## config.mk

```make
export PLATFORM = sky130hd
export DESIGN_NAME = priority_arbiter_rr
export DESIGN_NICKNAME = d
export VERILOG_FILES = /design/src/rtl/arb_pkg.sv /design/src/rtl/pri_enc_n.sv /design/src/rtl/priority_arbiter_rr.sv
export SDC_FILE = /design/constraint.sdc
export NUM_CORES = 1
export LEC_CHECK = 0
export BUFFER_PORTS_ARGS = -buffer_cell sky130_fd_sc_hd__buf_4
export CELL_PAD_IN_SITES_DETAIL_PLACEMENT = 0
export CELL_PAD_IN_SITES_GLOBAL_PLACEMENT = 1
export CORE_MARGIN = 4
export CORE_UTILIZATION = 35
export CTS_CLUSTER_SIZE = 14
export DETAILED_ROUTE_END_ITERATION = 8
export MAX_ROUTING_LAYER = met4
export PLACE_DENSITY_LB_ADDON = 0.1
export SYNTH_ARGS = -nofsm -noshare
export SYNTH_HDL_FRONTEND = slang
export SYNTH_SLANG_ARGS = --single-unit
```

## constraint.sdc

```tcl
create_clock -name clk -period 2.6 [get_ports clk]
set_input_delay 0.13 -clock clk [delete_from_list [all_inputs] [get_ports clk]]
set_output_delay 0.13 -clock clk [all_outputs]
set_load 0.005 [all_outputs]
```

## src/rtl/arb_pkg.sv

```systemverilog
// arb_pkg: shared mode codes, FSM states and one-hot helper for the request arbiter.
package arb_pkg;

    localparam int MAX_N     = 64;
    localparam int MAX_IDX_W = 6;

    localparam logic MODE_FIXED = 1'b0;
    localparam logic MODE_RR    = 1'b1;

    typedef enum logic {
        S_IDLE,
        S_GRANT
    } state_t;

    function automatic logic [MAX_N-1:0] onehot_of(input logic [MAX_IDX_W-1:0] idx);
        return MAX_N'(1) << idx;
    endfunction

endpackage

```

## src/rtl/pri_enc_n.sv

```systemverilog
// pri_enc_n: combinational highest-set-bit encoder over an N-bit vector.
module pri_enc_n #(
    parameter  int N     = 16,
    localparam int IDX_W = $clog2(N)
) (
    input  logic [N-1:0]     req_i,
    output logic [IDX_W-1:0] idx_o,
    output logic             found_o
);

    always_comb begin
        idx_o   = '0;
        found_o = 1'b0;
        for (int i = 0; i < N; i++) begin
            if (req_i[i]) begin
                idx_o   = IDX_W'(i);
                found_o = 1'b1;
            end
        end
    end

endmodule

```

## src/rtl/priority_arbiter_rr.sv

```systemverilog
// priority_arbiter_rr: N-way fixed/round-robin arbiter with a registered
// winner held on a valid/ready grant handshake.
module priority_arbiter_rr
    import arb_pkg::*;
#(
    parameter  int N     = 16,
    localparam int IDX_W = $clog2(N)
) (
    input  logic             clk,
    input  logic             rst_n,
    input  logic             ena,
    input  logic [N-1:0]     req,
    input  logic             mode,
    input  logic             gnt_ready,
    output logic             gnt_valid,
    output logic [IDX_W-1:0] gnt_idx,
    output logic [N-1:0]     gnt_onehot,
    output logic             any_req
);

    state_t           state_q;
    logic [IDX_W-1:0] ptr_q;
    logic             gnt_valid_q;
    logic [IDX_W-1:0] gnt_idx_q;
    logic [N-1:0]     gnt_onehot_q;

    logic [IDX_W-1:0] ptr_d;
    logic [N-1:0]     mask_d;
    logic [IDX_W-1:0] m_idx, f_idx, win_d;
    logic             m_found, f_found;
    logic [N-1:0]     win_oh_d;
    logic             arb_go;

    assign any_req = |req;
    assign arb_go  = ena && any_req;

    // On a handshake edge the just-granted index is the rotation point,
    // before ptr_q has caught up with it.
    assign ptr_d = (state_q == S_GRANT) ? gnt_idx_q : ptr_q;

    always_comb begin
        mask_d = '0;
        for (int i = 0; i < N; i++) mask_d[i] = IDX_W'(i) < ptr_d;
    end

    pri_enc_n #(.N(N)) u_masked (
        .req_i   (req & mask_d),
        .idx_o   (m_idx),
        .found_o (m_found)
    );

    pri_enc_n #(.N(N)) u_full (
        .req_i   (req),
        .idx_o   (f_idx),
        .found_o (f_found)
    );

    assign win_d    = (mode == MODE_RR && m_found) ? m_idx : f_idx;
    assign win_oh_d = N'(onehot_of(MAX_IDX_W'(win_d)));

    always_ff @(posedge clk or negedge rst_n) begin
        if (!rst_n) begin
            state_q      <= S_IDLE;
            ptr_q        <= '0;
            gnt_valid_q  <= 1'b0;
            gnt_idx_q    <= '0;
            gnt_onehot_q <= '0;
        end else begin
            case (state_q)
                S_IDLE: begin
                    if (arb_go) begin
                        state_q      <= S_GRANT;
                        gnt_valid_q  <= 1'b1;
                        gnt_idx_q    <= win_d;
                        gnt_onehot_q <= win_oh_d;
                    end
                end
                S_GRANT: begin
                    if (gnt_valid_q && gnt_ready) begin
                        ptr_q <= gnt_idx_q;
                        if (arb_go) begin
                            gnt_idx_q    <= win_d;
                            gnt_onehot_q <= win_oh_d;
                        end else begin
                            state_q      <= S_IDLE;
                            gnt_valid_q  <= 1'b0;
                            gnt_onehot_q <= '0;
                        end
                    end
                end
                default: state_q <= S_IDLE;
            endcase
        end
    end

    assign gnt_valid  = gnt_valid_q;
    assign gnt_idx    = gnt_idx_q;
    assign gnt_onehot = gnt_onehot_q;

    // f_found is implied by any_req; kept only for symmetry of the encoders.
    logic unused_ok;
    assign unused_ok = f_found;

endmodule
```

# == Yosys cells after proc, flatten, opt, wreduce, memory -nomap -nowiden ==
# Index checks and enable logic that the tools add are counted.
# totals
inputBits,21
word_cells,96
out_inout_bits,22
reg_bits,26
# classes
mux,62
eq_ne,3
bitwise_logic,2
shifts,1
n_lt_le_gt_ge,16
n_reduce_logical,7
# op_table
op,n
2-to-1 mux 4 bit,20
2-to-1 mux 16 bit,3
"< comparator 4 bit, first input constant",8
case mux 16 bit (2 select lines),1
2-to-1 mux 3 bit,8
2-to-1 mux 1 bit,23
AND 16 bit,1
"< comparator 3 x 4 -> 1 bit, first input constant",4
OR reduction 16 bit,1
"left shift 1 x 4 -> 16 bit, first input constant",1
"< comparator 1 x 4 -> 1 bit, first input constant",2
"< comparator 2 x 4 -> 1 bit, first input constant",2
2-to-1 mux 2 bit,4
case mux 4 bit (2 select lines),1
"inequality test 2 bit, second input constant",2
case mux 1 bit (2 select lines),2
AND reduction 2 bit,2
logical AND 1 bit,3
AND reduction 3 bit,1
"inequality test 2 x 1 -> 1 bit, second input constant",1
inverter 1 bit,1

# == Logic depth before layout (Yosys ltp) ==
# logic_depth
word_depth,25
depth_mapped,11
depth_no_buf,7

# == Modules after synthesis ==
# Synthesis repeated with hierarchy kept, for this count alone.
# hier_totals
cells_unflattened,208
hier_area_um2,1785.5
# modules_own_cells
module,cells_each,seq_area_each_um2,area_each_um2,instances
priority_arbiter_rr,150,650.6,1462.7,1
pri_enc_n,29,0.0,161.4,2

# == Worst setup path before layout ==
# OpenSTA, ideal clock, no wires.
# synth_timing
kind,register to register
start,"register gnt_idx_q[1], in the netlist gnt_idx[1]"
end,"register gnt_idx_q[0], in the netlist gnt_idx[0]"
setup_ns,0.125
setup_slack_ns,-0.001
period_less_slack_ns,2.601
n_path_buf,2
arrival_ns,2.477
stages_incl_launch_ff,10
t_required_ns,2.475
path_cell_list,dfrtp_1 -> buf_2 -> nor3b_1 -> or3b_1 -> a31oi_1 -> or3_1 -> o31a_1 -> o32a_1 -> buf_6 -> mux2_2
# synth_via
elab_chain_cells,24
# synth_rtl
element,line_no,rtl
from (decl),priority_arbiter_rr.sv:24,logic [IDX_W-1:0] gnt_idx_q;
from (signal assigned),priority_arbiter_rr.sv:74,gnt_idx_q <= win_d;
from (signal assigned),priority_arbiter_rr.sv:82,gnt_idx_q <= win_d;
2-to-1 mux 4 bit *,priority_arbiter_rr.sv:39,assign ptr_d = (state_q == S_GRANT) ? gnt_idx_q : ptr_q;
< comparator 1 x 4 -> 1 bit,priority_arbiter_rr.sv:43,for (int i = 0; i < N; i++) mask_d[i] = IDX_W'(i) < ptr_d;
AND 16 bit *,priority_arbiter_rr.sv:47,".req_i (req & mask_d),"
2-to-1 mux 1 bit (16 in a row),pri_enc_n.sv:15,if (req_i[i]) begin
logical AND 1 bit,priority_arbiter_rr.sv:58,assign win_d = (mode == MODE_RR && m_found) ? m_idx : f_idx;
2-to-1 mux 4 bit *,priority_arbiter_rr.sv:58,
2-to-1 mux 4 bit *,"priority_arbiter_rr.sv:71, priority_arbiter_rr.sv:81",
2-to-1 mux 4 bit,priority_arbiter_rr.sv:79,if (gnt_valid_q && gnt_ready) begin
case mux 4 bit (2 select lines) *,priority_arbiter_rr.sv:69,case (state_q)
# Every way passes the cells marked *; elsewhere a longest branch is shown, timed or not. The select of a mux whose other input is x is not followed.
# A chain may end at the register's enable or synchronous reset.

# == Worst setup path in the final report ==
# layout_timing
start,register state_q
end,"register gnt_onehot_q[15], in the netlist gnt_onehot[15]"
# layout_via
elab_chain_cells,25
# layout_rtl
element,line_no,rtl
from (decl),priority_arbiter_rr.sv:21,state_t state_q;
from (signal assigned),priority_arbiter_rr.sv:63,state_q <= S_IDLE;
from (signal assigned),priority_arbiter_rr.sv:72,state_q <= S_GRANT;
from (signal assigned),priority_arbiter_rr.sv:85,state_q <= S_IDLE;
2-to-1 mux 4 bit,priority_arbiter_rr.sv:39,
< comparator 1 x 4 -> 1 bit,priority_arbiter_rr.sv:43,
AND 16 bit,priority_arbiter_rr.sv:47,
2-to-1 mux 1 bit (16 in a row),pri_enc_n.sv:15,
logical AND 1 bit,priority_arbiter_rr.sv:58,
2-to-1 mux 4 bit,priority_arbiter_rr.sv:58,
left shift 1 x 4 -> 16 bit,arb_pkg.sv:16,return MAX_N'(1) << idx;
2-to-1 mux 16 bit,priority_arbiter_rr.sv:81,if (arb_go) begin
2-to-1 mux 16 bit,priority_arbiter_rr.sv:79,
case mux 16 bit (2 select lines),priority_arbiter_rr.sv:69,
to (signal assigned),priority_arbiter_rr.sv:75,gnt_onehot_q <= win_oh_d;
to (signal assigned),priority_arbiter_rr.sv:83,gnt_onehot_q <= win_oh_d;
to (decl),priority_arbiter_rr.sv:25,logic [N-1:0] gnt_onehot_q;
# Parallel ways exist; a longest one is shown, timed or not. The select of a mux whose other input is x is not followed.

==> results.json <==
{
  "synthCells": 209,
  "synth_top_area_cell": "dfrtp_1",
  "path_cells": "buf_12 > buf_8 > mux2_4 > nand2_2 > a31oi_2 > or3_4 > o31a_1 > buf_4 > o32ai_4 > buf_6 > o31ai_1",
  "fill_cells": 492,
  "seq_area_frac_synth_pct": 34.81,
  "totalNegativeSetupSlack_ns": -1.432,
  "cts-root-buf": "clkbuf_8",
  "wirelength_um": 6356,
  "arrival_ns": 2.85,
  "gr-total-overflow": 0,
  "num_antenna_cells": 0,
  "slew-limit-headroom_pct": 40.03,
  "power.total_uw": 2465,
  "start_kind": "flip-flop",
  "violations": "negative setup slack",
  "worst_slew_pin_slew_ns": 0.8995,
  "worstReg2RegStart": "state_q",
  "reg2reg_depth": 11,
  "cts_tree": "done",
  "grt_pass1_wl_um": 10210,
  "post-route-min-period_ns": 2.705,
  "critPathTopFamily": "compound AO/OA/AOI/OAI gates",
  "ioPinCount": 43,
  "clock_sink_count": 26,
  "async_reset_ff_share_pct": 100.0,
  "cp_num_buf_inv": 4,
  "max_stage_delay_ns": 0.43,
  "die_x_um": 81.08,
  "vias": 2075,
  "multi_input_area_mm2": 0.001321,
  "run_status": "complete, but fails checks",
  "fin_nets": 323,
  "final-hold-violation-count": 0,
  "ir_drop_mv": 0.4384,
  "skew_ns": 0.009068,
  "hp-class": "input port to flip-flop",
  "wire_per_inst_um": 17.13,
  "cp-startpoint": "state_q",
  "ys_top_cells_by_count": "nand2_1, dfrtp_1, o31ai_1",
  "critPathSlowestCell": "dfrtp_1",
  "hold_slack_ns": 0.1190,
  "maxSlewViolCount": 0,
  "vias_per_cell": 5.593,
  "synthFlopType": "dfrtp_1",
  "p_leak_uw": 0.001323,
  "post-route-cell-area_mm2": 0.002932,
  "drc": 0,
  "rows": 26,
  "path_class": "flip-flop to flip-flop",
  "die_h_um": 81.08,
  "dr.first_iter.drc_count": 65,
  "yosysTopAreaCellShare_pct": 34.81,
  "cts_buffers": 3,
  "timing.rr.end": "gnt_onehot[15]",
  "crit_required_ns": 2.75,
  "dr.pass1.iters": 4,
  "layout-drive-gt1-share_pct": 47.18,
  "cts.reportedPaths.clkPinSlew_ns": 0.10,
  "area_delta_synth_final_pct": 56.83,
  "period_share_pct": 104.0,
  "worstPathMaxFanout": 8,
  "regArea_um2": 650.6,
  "dpl_cell_area_mm2": 0.002511,
  "ys_types": 57,
  "p_per_area_mw_per_mm2": 840.7,
  "grt_pass1_vias": 2118,
  "netlist_area_mm2": 0.001869,
  "hold_depth": 3,
  "grt.total_usage_pct": 20.53,
  "core_mm2": 0.005140,
  "synth_warnings": 0,
  "clk_latency_ns": 0.28,
  "ant_nets": 0,
  "gp_congestion": 0.8788,
  "synth-seq-cells": 26,
  "setup_viol": 18,
  "h-tree-depth": 1,
  "dp_hpwl_um": 4510,
  "cts_max_path_buffers": 2,
  "max_cap_violations": 0,
  "start_util_pct": 36.37,
  "cp-endpoint": "gnt_onehot[15]",
  "synth_edf_count": 0,
  "setup_slack_ns": -0.1053,
  "antenna_found_initial": 0,
  "die_area_mm2": 0.006574,
  "rsz0062_at_grt": "yes",
  "rrSetupSlack_ns": -0.11,
  "synth.most_common_cell": "nand2_1",
  "fmax_ghz": 0.3697,
  "port_buffers": 42,
  "utilization_pct": 57.04,
  "crit_cells": 11,
  "yosys-top-cells-area": "dfrtp_1, o31ai_1, nand2_1",
  "grt_max_degree": 27,
  "avgSynthCellArea_um2": 8.944,
  "cp-end-kind": "flip-flop",
  "synth_nets": 230
}
-- per-layer routing --
metal	vias up	global-route usage [%]	share of wire, %
met2	52	36.04	49
met4	0	6.926	2.7
li1	1007	-	-
met3	17	1.996	3.7
met1	999	24.57	45
met5	-	-	0
-- cells by family (layout without fill, tap and decap cells) --
kind of cell	count (synthesis)	after routing	share of synthesized area (%)
compound gates	82	83	32.60
simple gates	72	72	19.55
flops	26	26	34.81
buf+inv	17	108	5.421
mux	12	12	7.631
-- timing repair --
action | in CTS | in global routing
hold buffers | 1 | 0
pin swaps | 16 | 6
setup endpoints to repair | 18 | 18
cloned | 2 | 0
endpoints found under the hold margin | 26 | 0
resized for setup | 29 | 15
buffers inserted | 13 | 0
-- power breakdown --
group / leakage (µW) / internal [µW] / switching [µW] / total (µW)
Clock: 0.0000357 / 206 / 134 / 341
Combinational: 0.000952 / 772 / 700 / 1470
Sequential: 0.000336 / 503 / 149 / 652
Total: 0.00132 / 1480 / 983 / 2460
-- how the worst min path moves through the flow --
stage | start | end | slack [ns]
after global routing | ena | gnt_idx[3] | 0.14
after detailed placement | rst_n | ptr_q[0] | 0.06
after floorplan | rst_n | gnt_idx[0] | -0.17
after global placement | rst_n | ptr_q[0] | 0.05
after CTS | ena | gnt_idx[3] | 0.12
final | ena | gnt_idx[3] | 0.12
-- registers in the layout, indices dropped and copies added, names as in the netlist --
| signal | cells |
|---|---|
| gnt_valid | 1 |
| state_q | 1 |
| gnt_idx | 4 |
| gnt_onehot | 16 |
| ptr_q | 4 |
-- stage by stage --
stage / setup WS [ns] / std cells
2_1_floorplan: 0.007842 / 209
6_report: -0.1053 / 371
4_1_cts: -0.1256 / 371
5_1_grt: -0.2395 / 371
3_5_place_dp: -0.2404 / 351
3_3_place_gp: -0.1430 / 351
-- cell type report --
class	instances	share of cell area (%)
Clock buffer	3	1.408
Clock inverter	1	1.024
Inverter	8	1.024
Multi-Input combinational cell	167	45.07
Sequential cell	26	22.19
Tap cell	70	2.988
Timing Repair Buffer	96	26.29
-- cell usage in the layout (no fill, tap or decap), types with 6 or more instances in the layout --
cell     synthesis  layout
nand2_1         32      31
mux2_4           2       6
inv_1            8       8
nor2_1           7       7
o31ai_2          0       8
dfrtp_1         26      26
nand3_1          6       6
o31ai_1         19      10
a21oi_1         13      12
buf_4            1      90
-- worst reg2reg max path: cells and delay by family (launching register included) --
kind                   cells  cell delay (ns)
muxes                      1             0.32
buffers and inverters      4             0.63
and+or+nand+nor            2             0.44
DFF                        1             0.43
AOI/OAI and AO/OA          4             0.75
Power figures use the tool's default switching activity.
